--- config.mk ---
export PLATFORM = sky130hd
export DESIGN_NAME = mode_counter
export DESIGN_NICKNAME = d
export VERILOG_FILES = /design/src/rtl/mode_counter.sv
export SDC_FILE = /design/constraint.sdc
export NUM_CORES = 1
export LEC_CHECK = 0
export ABC_CLOCK_PERIOD_IN_PS = 2400
export CAP_MARGIN = 10
export CORE_UTILIZATION = 25
export DETAILED_ROUTE_END_ITERATION = 16
export HOLD_SLACK_MARGIN = 0.03
export SETUP_SLACK_MARGIN = 0.3
export SYNTH_ARGS = -nofsm -noshare
export SYNTH_HDL_FRONTEND = slang
export SYNTH_SLANG_ARGS = --single-unit
export TNS_END_PERCENT = 20
--- constraint.sdc ---
create_clock -name clk -period 2.4 [get_ports clk]
set_input_delay 0.24 -clock clk [delete_from_list [all_inputs] [get_ports clk]]
set_output_delay 0.24 -clock clk [all_outputs]
set_load 0.05 [all_outputs]
--- src/rtl/mode_counter.sv ---
// mode_counter: mode-controlled up/down counter with programmable inclusive
// limit, synchronous load, and wrap/saturation/mode-change status outputs.
module mode_counter #(
  parameter int                WIDTH   = 8,
  parameter logic [WIDTH-1:0]  RST_VAL = '0
) (
  input  logic             clk,
  input  logic             rst,
  input  logic             en,
  input  logic [1:0]       mode,
  input  logic [WIDTH-1:0] limit,
  input  logic             load,
  input  logic [WIDTH-1:0] load_val,
  output logic [WIDTH-1:0] count,
  output logic             tc,
  output logic             sat,
  output logic             mode_chg
);

  localparam logic [WIDTH-1:0] ONE = {{(WIDTH-1){1'b0}}, 1'b1};

  logic [1:0]       mode_q;
  logic [WIDTH-1:0] count_nxt;
  logic             tc_nxt;
  logic             sat_nxt;

  // Next count and status: load beats enable; disabled cycles hold and clear flags.
  always_comb begin
    count_nxt = count;
    tc_nxt    = 1'b0;
    sat_nxt   = 1'b0;
    if (load) begin
      count_nxt = (load_val > limit) ? limit : load_val;
    end else if (en) begin
      case (mode)
        2'b00: begin
          // count above a freshly lowered limit wraps just like count == limit
          if (count < limit) begin
            count_nxt = count + ONE;
          end else begin
            count_nxt = '0;
            tc_nxt    = 1'b1;
          end
        end
        2'b01: begin
          if (count == '0 || count > limit) begin
            count_nxt = limit;
            tc_nxt    = 1'b1;
          end else begin
            count_nxt = count - ONE;
          end
        end
        2'b10: begin
          count_nxt = (count < limit) ? count + ONE : limit;
          sat_nxt   = (count_nxt == limit);
        end
        default: begin
          if (count > limit) begin
            count_nxt = limit;
          end else if (count != '0) begin
            count_nxt = count - ONE;
          end else begin
            count_nxt = '0;
          end
          sat_nxt = (count_nxt == '0);
        end
      endcase
    end
  end

  // Registered state: reset overrides everything; mode history tracked every edge.
  always_ff @(posedge clk) begin
    if (rst) begin
      count    <= RST_VAL;
      tc       <= 1'b0;
      sat      <= 1'b0;
      mode_chg <= 1'b0;
      mode_q   <= mode;
    end else begin
      count    <= count_nxt;
      tc       <= tc_nxt;
      sat      <= sat_nxt;
      mode_chg <= (mode != mode_q);
      mode_q   <= mode;
    end
  end

endmodule

==> flow_metrics.env <==
export IMPL_status="complete, no violations"
export IMPL_antennaDiodeCount=0
export IMPL_post_layout_total_power_mw=1.47
export IMPL_htreeDepth=1
export IMPL_antenna_found_initial=0
export IMPL_r2r_end="count[1]$_SDFFE_PP0P_"
export IMPL_reg2reg_from="count[5]$_SDFFE_PP0P_"
export IMPL_grt_max_degree=15
export IMPL_yosysTopAreaCellShare_pct=13.9
export IMPL_critical_path_max_fanout=5
export IMPL_ys_seq_area_share_pct=13.9
export IMPL_drive_gt1_share_pct=36.1
export IMPL_ys_top_cells_by_area="dfxtp_1, ha_1, xnor2_1"
export IMPL_rsz0062_at_grt="yes"
export IMPL_grt_pass1_vias=2143
export IMPL_slew_limit_headroom_pct=66.1
export IMPL_async_flop_share_pct=0
export IMPL_synth_warnings=0
export IMPL_core_area_mm2=0.00725
export IMPL_wl_per_cell_um=17.2
export IMPL_ys_seq_elements=13
export IMPL_reg2reg_slack_ns=0.23
export IMPL_io_buffers=32
export IMPL_hold_path_startpoint="load_val[1]"
export IMPL_drtIter0Drc=337
export IMPL_synth_largest_area_cell="dfxtp_1"
export IMPL_grt_pass1_wl_mm=11.2
export IMPL_hold_viol=0
export IMPL_nets=363
export IMPL_drcViolationCount=0
export IMPL_postCtsHoldBufs=0
export IMPL_path_buf_inv=3
export IMPL_rows=31
export IMPL_worstPathCellList="ha_4, buf_6, nand4_1, buf_6, a211oi_4, nor3_2, buf_4, nor3b_2, a311o_1, o2bb2ai_1"
export IMPL_min_period_over_period_pct=90.5
export IMPL_slew_viol_final=0
export IMPL_startpoint_type="flop"
export IMPL_clock_skew_final_ns=0.0102
export IMPL_syn_avg_cell_area_um2=7.46
export IMPL_root_buffer="clkbuf_8"
export IMPL_ir_drop_uv=234
export IMPL_nFillCells=725
export IMPL_hpwl_mm=5.48
export IMPL_die_h_um=88.5
export IMPL_worst_slew_pin_slew_ns=0.507
export IMPL_wl_mm=7.24
export IMPL_dr_total_vias=2273
export IMPL_drv_cap=0
export IMPL_power_density_mw_per_mm2=497
export IMPL_vias_per_cell=5.41
export IMPL_place_congestion=0.975
export IMPL_holdPathStages=4
export IMPL_worstPathRequired_ns=2.53
export IMPL_worstHoldEndpoint="count[1]$_SDFFE_PP0P_"
export IMPL_critical_path_top_delay_family="compound AO/OA/AOI/OAI gates"
export IMPL_synth_nets=292
export IMPL_clkSinkCount=13
export IMPL_critPathCaptureType="flop"
export IMPL_path_common_cell="buf_6"
export IMPL_crit_type="reg2reg"
export IMPL_min_path_type="in2reg"
export IMPL_grt_ovfl_total=0
export IMPL_first_pass_iters=5
export IMPL_die_w_um=88.5
export IMPL_cts_buffers=3
export IMPL_r2r_cells=10
export IMPL_synthCells=251
export IMPL_die_area_mm2=0.00784
export IMPL_synth_edf_count=0
export IMPL_clk_latency_ns=0.25
export IMPL_io_pins=33
export IMPL_critPathMaxStageDelay_ns=0.34
export IMPL_path_clk_slew_ns=0.07
export IMPL_setup_viol=0
export IMPL_synth_area_mm2=0.00187
export IMPL_syn_to_final_growth_pct=58.1
export IMPL_ys_types=55
export IMPL_utilization_pct=40.8
export IMPL_max_freq_ghz=0.461
export IMPL_min_period_ns=2.17
export IMPL_leakage_nw=1.18
export IMPL_arrival_ns=2.30
export IMPL_cts_tree="done"
export IMPL_start_util_pct=25.8
export IMPL_grt_usage_pct=18.8
export IMPL_ys_flop_type="dfxtp_1"
export IMPL_ant_nets=0
export IMPL_ys_top_cells_by_count="nor2_1, a21oi_1, ha_1, nand2_1, dfxtp_1"
export IMPL_critical_path_slowest_cell="dfxtp_2"
export IMPL_synth_most_common_cell="nor2_1"
export IMPL_clk_path_buf_depth=2
export IMPL_whs_ns=0.493
## registers in the layout, summed over array words and instances (netlist names)
register  flops
count         8
mode_chg      1
mode_q        2
sat           1
tc            1
## worst register-to-register path, stage by stage, from the launching register on
cell	delay, ns
dfxtp_2	0.34
ha_4	0.28
buf_6	0.09
nand4_1	0.10
buf_6	0.16
a211oi_4	0.24
nor3_2	0.08
buf_4	0.16
nor3b_2	0.15
a311o_1	0.33
o2bb2ai_1	0.12
## where the power goes
part | internal [mW] | switching (mW) | total [mW]
Clock | 0.118 | 0.0954 | 0.213
Combinational | 0.455 | 0.543 | 0.998
Sequential | 0.241 | 0.0180 | 0.259
## through the flow
stage                     instances  worst slack (ns)  area (µm²)  setup TNS, ns
after floorplan                 251             0.153        1940              0
after global placement          411            -0.345        2640          -2.90
after detailed placement        411            -0.391        2640          -2.74
after CTS                       420             0.283        2880              0
after global routing            420             0.153        2960              0
final                           420             0.229        2960              0
## timing repair
action,4_1_cts,5_1_grt
gates resized for setup,47,19
pin swaps,22,11
buffers inserted,5,0
endpoints found under the setup margin,10,10
hold endpoints to repair,0,0
## per-layer routing
metal / wire length [µm] / GRT usage, % / vias to the layer above
li1: - / - / 1071
met1: 3210 / 26.5 / 1068
met2: 3260 / 29.0 / 105
met3: 456 / 2.33 / 29
met4: 313 / 7.77 / 0
met5: 0 / 0 / -
## logic make-up after synthesis
family / after synthesis / share of synthesized area [%]
compound gates: 78 / 28.5
flops: 13 / 13.9
xor+xnor: 21 / 9.83
simple gates: 79 / 21.6
mux: 12 / 6.82
buf+inv: 29 / 6.62
fa+ha+maj: 19 / 12.7
## layout by cell type, fill, tap and decap left out, types with 3 or more instances in the layout
master / instances
ha_1: 11
mux2i_1: 6
nand2_1: 15
xnor2_1: 12
inv_1: 4
mux2_2: 5
clkdlybuf4s50_1: 23
dlygate4sd2_1: 7
o21ai_0: 10
a21o_1: 3
a311o_1: 3
buf_6: 7
dfxtp_4: 5
buf_4: 45
a21oi_1: 16
dfxtp_1: 5
ha_4: 7
nor2_1: 22
clkbuf_8: 3
a21oi_2: 4
nand4_1: 6
a22oi_1: 5
inv_2: 7
dfxtp_2: 3
o2bb2ai_1: 3
nor3_1: 3
a31oi_1: 3
xor2_1: 8
nand3_1: 8
## how the worst max path moves through the flow
stage | startpoint | cells after the start | endpoint
finish | count[5]$_SDFFE_PP0P_ | 10 | count[1]$_SDFFE_PP0P_
global route | count[3]$_SDFFE_PP0P_ | 10 | count[4]$_SDFFE_PP0P_
CTS | count[5]$_SDFFE_PP0P_ | 11 | count[7]$_SDFFE_PP0P_
detailed placement | limit[7] | 11 | count[7]$_SDFFE_PP0P_
global placement | limit[4] | 11 | count[2]$_SDFFE_PP0P_
floorplan | count[1]$_SDFFE_PP0P_ | 9 | count[1]$_SDFFE_PP0P_
## layout make-up
cell class / instances / area, µm² / share of cell area, %
Clock buffer: 4 / 45.0 / 1.52
Inverter: 11 / 41.3 / 1.40
Multi-Input combinational cell: 209 / 1730 / 58.6
Sequential cell: 13 / 283 / 9.56
Tap cell: 99 / 124 / 4.19
Timing Repair Buffer: 84 / 732 / 24.7
Power figures use the tool's default switching activity.
